==> src/rtl/sliced_ripple_adder_pkg.sv <==
// Shared types for the sliced ripple adder.
// FSM encoding and slice-count helpers.
package sliced_ripple_adder_pkg;

   typedef enum logic [1:0] {
      IDLE = 2'd0,
      RUN  = 2'd1,
      DONE = 2'd2
   } state_t;

   function automatic int nslice(input int width, input int slice);
      return width / slice;
   endfunction

   // Index width for NSLICE slices, never below one bit.
   function automatic int idx_width(input int n);
      return (n <= 1) ? 1 : $clog2(n);
   endfunction

endpackage

==> src/rtl/sliced_ripple_adder_slice.sv <==
// Combinational SLICE-bit ripple adder.
// a, b, cin -> s, cout, c_msb (carry into top bit).
module sliced_ripple_adder_slice #(
   parameter int SLICE = 4
) (
   input  logic [SLICE-1:0] a,
   input  logic [SLICE-1:0] b,
   input  logic             cin,
   output logic [SLICE-1:0] s,
   output logic             cout,
   output logic             c_msb
);

   logic [SLICE:0] c;

   always_comb begin
      c    = '0;
      s    = '0;
      c[0] = cin;
      for (int i = 0; i < SLICE; i++) begin
         s[i]   = a[i] ^ b[i] ^ c[i];
         c[i+1] = (a[i] & b[i]) | (c[i] & (a[i] ^ b[i]));
      end
   end

   assign cout  = c[SLICE];
   assign c_msb = c[SLICE-1];

endmodule

==> src/rtl/sliced_ripple_adder.sv <==
// Multi-cycle add/sub, one SLICE per clock, LSB first.
// in: valid/ready a,b,c_in,sub; out: valid/ready sum,c_out,ovf.
module sliced_ripple_adder
   import sliced_ripple_adder_pkg::*;
#(
   parameter int WIDTH = 16,
   parameter int SLICE = 4
) (
   input  logic             clk,
   input  logic             rst_n,
   input  logic             in_valid,
   output logic             in_ready,
   input  logic [WIDTH-1:0] a,
   input  logic [WIDTH-1:0] b,
   input  logic             c_in,
   input  logic             sub,
   output logic             out_valid,
   input  logic             out_ready,
   output logic [WIDTH-1:0] sum,
   output logic             c_out,
   output logic             ovf
);

   localparam int NSLICE = nslice(WIDTH, SLICE);
   localparam int IDXW   = idx_width(NSLICE);
   localparam logic [IDXW-1:0] LAST = IDXW'(NSLICE - 1);

   if (WIDTH % SLICE != 0) begin : g_bad_param
      $error("WIDTH must be a multiple of SLICE");
   end

   state_t            state_q, state_d;
   logic [WIDTH-1:0]  opa_q, opb_q, sum_q;
   logic [IDXW-1:0]   idx_q;
   logic              carry_q, c_out_q, ovf_q;
   logic [SLICE-1:0]  sl_a, sl_b, sl_s;
   logic              sl_cout, sl_cmsb;
   logic              last;

   assign last = (idx_q == LAST);
   assign sl_a = opa_q[idx_q*SLICE +: SLICE];
   assign sl_b = opb_q[idx_q*SLICE +: SLICE];

   sliced_ripple_adder_slice #(
      .SLICE (SLICE)
   ) u_slice (
      .a     (sl_a),
      .b     (sl_b),
      .cin   (carry_q),
      .s     (sl_s),
      .cout  (sl_cout),
      .c_msb (sl_cmsb)
   );

   always_ff @(posedge clk or negedge rst_n) begin
      if (!rst_n) state_q <= IDLE;
      else        state_q <= state_d;
   end

   always_comb begin
      state_d   = state_q;
      in_ready  = 1'b0;
      out_valid = 1'b0;
      unique case (state_q)
         IDLE: begin
            in_ready = 1'b1;
            if (in_valid) state_d = RUN;
         end
         RUN: begin
            if (last) state_d = DONE;
         end
         DONE: begin
            out_valid = 1'b1;
            if (out_ready) state_d = IDLE;
         end
         default: state_d = IDLE;
      endcase
   end

   always_ff @(posedge clk or negedge rst_n) begin
      if (!rst_n) begin
         opa_q   <= '0;
         opb_q   <= '0;
         sum_q   <= '0;
         idx_q   <= '0;
         carry_q <= 1'b0;
         c_out_q <= 1'b0;
         ovf_q   <= 1'b0;
      end else begin
         if (state_q == IDLE && in_valid) begin
            opa_q   <= a;
            // Subtraction is A + ~B + 1; the +1 rides in on the carry.
            opb_q   <= sub ? ~b : b;
            carry_q <= c_in ^ sub;
            idx_q   <= '0;
         end
         if (state_q == RUN) begin
            sum_q[idx_q*SLICE +: SLICE] <= sl_s;
            carry_q <= sl_cout;
            if (last) begin
               c_out_q <= sl_cout;
               ovf_q   <= sl_cmsb ^ sl_cout;
            end else begin
               idx_q <= idx_q + IDXW'(1);
            end
         end
      end
   end

   assign sum   = sum_q;
   assign c_out = c_out_q;
   assign ovf   = ovf_q;

endmodule

==> config.mk <==
export PLATFORM = sky130hd
export DESIGN_NAME = sliced_ripple_adder
export DESIGN_NICKNAME = d
export VERILOG_FILES = /design/src/rtl/sliced_ripple_adder_pkg.sv /design/src/rtl/sliced_ripple_adder_slice.sv /design/src/rtl/sliced_ripple_adder.sv
export SDC_FILE = /design/constraint.sdc
export NUM_CORES = 1
export LEC_CHECK = 0
export CORE_ASPECT_RATIO = 1.75
export CORE_UTILIZATION = 60
export DETAILED_ROUTE_END_ITERATION = 16
export DONT_BUFFER_PORTS = 1
export PLACE_DENSITY = 0.76
export SLEW_MARGIN = 20
export SYNTH_ARGS = -nofsm -noshare
export SYNTH_HDL_FRONTEND = slang
export SYNTH_SLANG_ARGS = --single-unit
export TNS_END_PERCENT = 10
==> constraint.sdc <==
create_clock -name clk -period 3.7 [get_ports clk]
set_input_delay 0.74 -clock clk [delete_from_list [all_inputs] [get_ports clk]]
set_output_delay 0.74 -clock clk [all_outputs]
set_load 0.02 [all_outputs]
Word level (Yosys, flattened, before mapping)
Cells that the tools add are included.
- $add $sub $neg: 2
- equality and inequality tests: 6
- shift operators: 4
- mux-type cells: 13
- bitwise operators: 23
- reductions and logical operators: 5
- operators by type and width (kind ; number):
    $neg 4->34 ; 1
    $shift 4x34->16 const A ; 1
    $shiftx 4x34->16 ; 1
    $shiftx 16x5->4 ; 2
    $bwmux 16 ; 1
    $mux 16 ; 1
    $not 16->16 ; 1
    $mux 2 ; 6
    $xor 1x1->1 ; 10
    $and 1x1->1 ; 8
    $ne 2x2->1 const B ; 3
    $pmux 2 s3 ; 1
    $eq 2x2->1 const B ; 2
    $mux 1 ; 4
    $or 1x1->1 ; 4
    $reduce_and 3->1 ; 1
    $add 2x1->2 const B ; 1
    $eq 2x1->1 const B ; 1
    $logic_not 2->1 ; 1
    $reduce_and 2->1 ; 1
    $reduce_bool 2->1 ; 1
    $logic_and 1x1->1 ; 1
- register bits after elaboration: 55
- output and inout bits: 20
- word-level logic and storage cells: 61

Logic depth before layout (Yosys ltp)
- depth after elaboration: 11
- mapped depth: 8

By module
Synthesis repeated with hierarchy kept, for this count alone.
- cell total of the unflattened synthesis: 219
- area, all modules: 2725.1 µm²
- by module, submodules not included (module ; times used ; cells an instance ; area each (µm²)):
    sliced_ripple_adder ; 1 ; 207 ; 2615.0
    sliced_ripple_adder_slice ; 1 ; 12 ; 110.1

Worst setup path before layout
Ideal clock, no wire load.
- path type: register -> register
- start: reg idx_q[0]
- end: reg sum_q[15], in the netlist sum[15]
- library setup time: 0.121 ns
- arrival: 3.106 ns
- data required time: 3.579 ns
- slack: 0.473 ns
- stages on the path, launching flop included: 8
- path buffers: 1
- period minus slack after synthesis: 3.227 ns
- cell sequence: dfrtp_1 > buf_4 > mux4_2 > fa_1 > fa_1 > fa_1 > fa_1 > a22o_1
- word-level cells in the longest chain between the ends: 11
- elaborated cells on any way between the ends: 23
- classes of those cells: add/sub: 1; shift: 4; mux: 1; bitwise: 17
- RTL lines (item ; RTL line ; RTL):
    start: declaration ; sliced_ripple_adder.sv:34 ; logic [IDXW-1:0] idx_q;
    start signal: assignment ; sliced_ripple_adder.sv:104 ; idx_q <= idx_q + IDXW'(1);
    $shiftx 16x5->4, on equally long branches ; sliced_ripple_adder.sv:41, sliced_ripple_adder.sv:42 ;
    $xor 1x1->1 ; sliced_ripple_adder_slice.sv:21, sliced_ripple_adder_slice.sv:22 ;
    $and 1x1->1 ; sliced_ripple_adder_slice.sv:22 ; c[i+1] = (a[i] & b[i]) | (c[i] & (a[i] ^ b[i]));
    $or 1x1->1 ; sliced_ripple_adder_slice.sv:22 ;
    $and 1x1->1 ; sliced_ripple_adder_slice.sv:22 ;
    $or 1x1->1 ; sliced_ripple_adder_slice.sv:22 ;
    $and 1x1->1 ; sliced_ripple_adder_slice.sv:22 ;
    $or 1x1->1 ; sliced_ripple_adder_slice.sv:22 ;
    $xor 1x1->1 ; sliced_ripple_adder_slice.sv:21 ; s[i] = a[i] ^ b[i] ^ c[i];
    $shiftx 4x34->16 ; sliced_ripple_adder.sv:98 ; sum_q[idx_q*SLICE +: SLICE] <= sl_s;
    $bwmux 16 (*) ; sliced_ripple_adder.sv:98 ;
    end signal: indexed assignment ; sliced_ripple_adder.sv:98 ;
    end: declaration ; sliced_ripple_adder.sv:33 ; logic [WIDTH-1:0] opa_q, opb_q, sum_q;
Mark *: on every way between the ends. The rest lies on a longest branch, timed or not.
A chain may end at the register's enable or synchronous reset.

Worst setup path after layout
Same ends and word-level chain as after synthesis.

==> metrics.md <==
| Metric | Value |
|---|---|
| Starting Density | `0.635` |
| Worst-Margin Slew | `0.508 ns` |
| Clk sinks | `55` |
| Routed WL | `5050 um` |
| Final Cycle Share | `0.890` |
| Main flop type after synthesis | `dfrtp_1` |
| Ports | `58` |
| CTS buffer count | `5` |
| Leakage | `1.16 nW` |
| DR vias/cell | `6.29` |
| Die height | `90.1 um` |
| CTS root buf | `clkbuf_8` |
| Slew Limit Fails | `0` |
| CTS tree | `yes` |
| Top cells by count, synth | `dfrtp_1 (55), nor2_1 (18), xnor2_1 (18), a22o_1 (17), mux2_2 (17)` |
| Worst Reg-to-Reg Cells | `6` |
| Min Clock Period, post-route | `3.29 ns` |
| Setup crit end kind | `register` |
| Peak VDD IR | `0.725 mV` |
| Total global-route track usage | `0.249` |
| # rows | `31` |
| Worst endpoint required time | `3.90 ns` |
| Area grow syn2layout | `3.44%` |
| Initial antenna violation count | `0` |
| Hold-fix buffers, CTS | `0` |
| Setup TNS | `0 ns` |
| Largest net degree at the start of global routing | `56` |
| WS Path Type | `reg -> reg` |
| HP Class | `in -> async` |
| Vias in the first global route | `1694` |
| Setup Fix Bufs, Post-CTS | `0` |
| EDFF count, synth | `0` |
| Startpoint class of the critical path | `register` |
| Vias | `1521` |
| Core ar. | `4190 um^2` |
| Initial drt markers | `24` |
| Max transition margin | `0.661` |
| Seq cells post-synth | `55` |
| Number of routed nets with antenna violations | `0` |
| Initial DRT Pass Iterations | `4` |
| RePlAce Congestion | `0.847` |
| Top cells by area, synth | `dfrtp_1 (52%), mux2_2 (7.2%), mux4_2 (6.8%), xnor2_1 (5.9%), a22o_1 (5.6%)` |
| DRC viols | `0` |
| Top-count cell post-synth | `dfrtp_1` |
| Worst skew pair latency | `0.31 ns` |
| Avg Cell Area, Syn | `13.6 um^2` |
| Hold Vio Cnt, Final | `0` |
| Synthesis Warnings | `0` |
| Final setup viols | `0` |
| WHS | `0.106 ns` |
| DIE AREA | `4710 um^2` |
| HPWL Detailed | `3840 um` |
| CTS HTree Levels | `2` |
| RSZ-0062 raised after global routing | `no` |
| Number of buffers inserted by port buffering | `0` |
| Number of gates resized after CTS | `0` |
| Synth area leader | `dfrtp_1` |
| Mapped cell area | `2660 um^2` |
| Pwr/cell area | `1040 nW/um^2` |
| Maxcap violations | `0` |
| Global-route wire length before repair | `8450 um` |
| Clock skew | `0.0133 ns` |
| Share of layout cells above drive strength 1 | `0.218` |
| Synth async-reset ratio | `1.00` |
| Worst EP arrival | `3.49 ns` |
| Netlist cell types | `27` |
| Syn Nets | `243` |
| Seq/Total Area, Yosys | `0.518` |
| Mapped Cells | `195` |
| Routed wire length per instance | `20.9 um` |
| Crit Path Max Fanout | `7` |
| Post-synth top area share | `0.518` |
| Antenna diodes | `0` |
| Fmax | `304 MHz` |
| Overflow after GRT | `0` |
| Status | `completed` |
| Clock tree buffer depth | `2` |
| Worst-path clk slew | `0.10 ns` |
| Nets | `241` |
| Die Wd | `52.3 um` |
==> power breakdown <==
group / total [W] / switching [W] / internal (W)
clock: 0.000335 / 0.000188 / 0.000147
combinational: 0.00131 / 0.000664 / 0.000650
sequential: 0.00122 / 0.000342 / 0.000878
==> metal layers <==
layer / up-vias / share of wire / global-route usage
met3: 19 / 0.047 / 0.0643
met1: 756 / 0.34 / 0.272
met4: 0 / 0.047 / 0.149
li1: 683 / - / -
met5: - / 0 / 0
met2: 63 / 0.56 / 0.411
==> cell families (layout without fill, tap and decap cells) <==
family          count (synthesis)  in the layout  synth area share
compound gates                 37             37            0.0974
flops                          55             55             0.518
xor+xnor                       18             18            0.0593
fa+ha+maj                      10             10            0.0584
simple gates                   34             34            0.0932
mux                            25             25             0.140
buf+inv                        16             14            0.0344
==> flip-flops by register name (all words and copies together), names as in the netlist <==
signal	flops
ovf	1
carry_q	1
opb_q	16
sum	16
opa_q	16
state_q	2
idx_q	2
c_out	1
==> final timing paths <==
kind	start	to	slack, ns
worst max register to register	idx_q[0]	sum[15]	0.41
worst max-delay path	idx_q[0]	sum[15]	0.41
min in group clk	out_ready	state_q[1]	0.52
worst min-delay path	rst_n	sum[8]	0.11
max in group asynchronous	rst_n	opb_q[13]	3.50
worst min register to register	opa_q[15]	opa_q[15]	0.53
==> final cells by class <==
class / count / area (um^2)
inverters: 5 / 18.8
fillers: 301 / 1440
clock buffers: 6 / 82.6
multi-input cells: 124 / 1190
clock inverters: 1 / 5.00
well taps: 49 / 61.3
repair buffers: 2 / 15.0
flip-flops and latches: 55 / 1380
==> worst max-delay path, stage by stage (launching register included) <==
cell	delay, ns
dfrtp_1	0.54
mux4_2	0.59
fa_1	0.44
fa_1	0.40
fa_1	0.44
fa_1	0.53
a22o_1	0.24
==> layout by cell type, fill, tap and decap left out <==
cell type,instances
a21oi_1,16
a221oi_2,1
a22o_1,17
buf_4,2
clkbuf_8,6
clkinv_2,1
dfrtp_1,55
fa_1,4
ha_1,6
inv_1,5
mux2_2,17
mux4_2,8
nand2_1,2
nand2b_1,1
nand3b_1,3
nand3b_4,2
nor2_1,18
nor2b_1,1
nor3_1,1
nor3b_1,1
nor3b_4,1
nor4_2,1
nor4b_2,2
nor4b_4,1
o21ai_0,3
xnor2_1,18
==> through the flow <==
| step | setup slack [ns] | cells | power, W | cell area [um^2] | util |
|---|---|---|---|---|---|
| 5_1_grt | 0.286 | 242 | 0.00305 | 2750 | 0.657 |
| 6_report | 0.408 | 242 | 0.00287 | 2750 | 0.657 |
| 3_5_place_dp | 0.406 | 235 | 0.00256 | 2660 | 0.636 |
| 4_1_cts | 0.396 | 242 | 0.00288 | 2750 | 0.657 |
| 2_1_floorplan | 0.473 | 195 | 0.00223 | 2660 | - |
| 3_3_place_gp | 0.577 | 235 | 0.00246 | 2660 | 0.636 |
No activity file was read; power rests on OpenSTA's default activity.
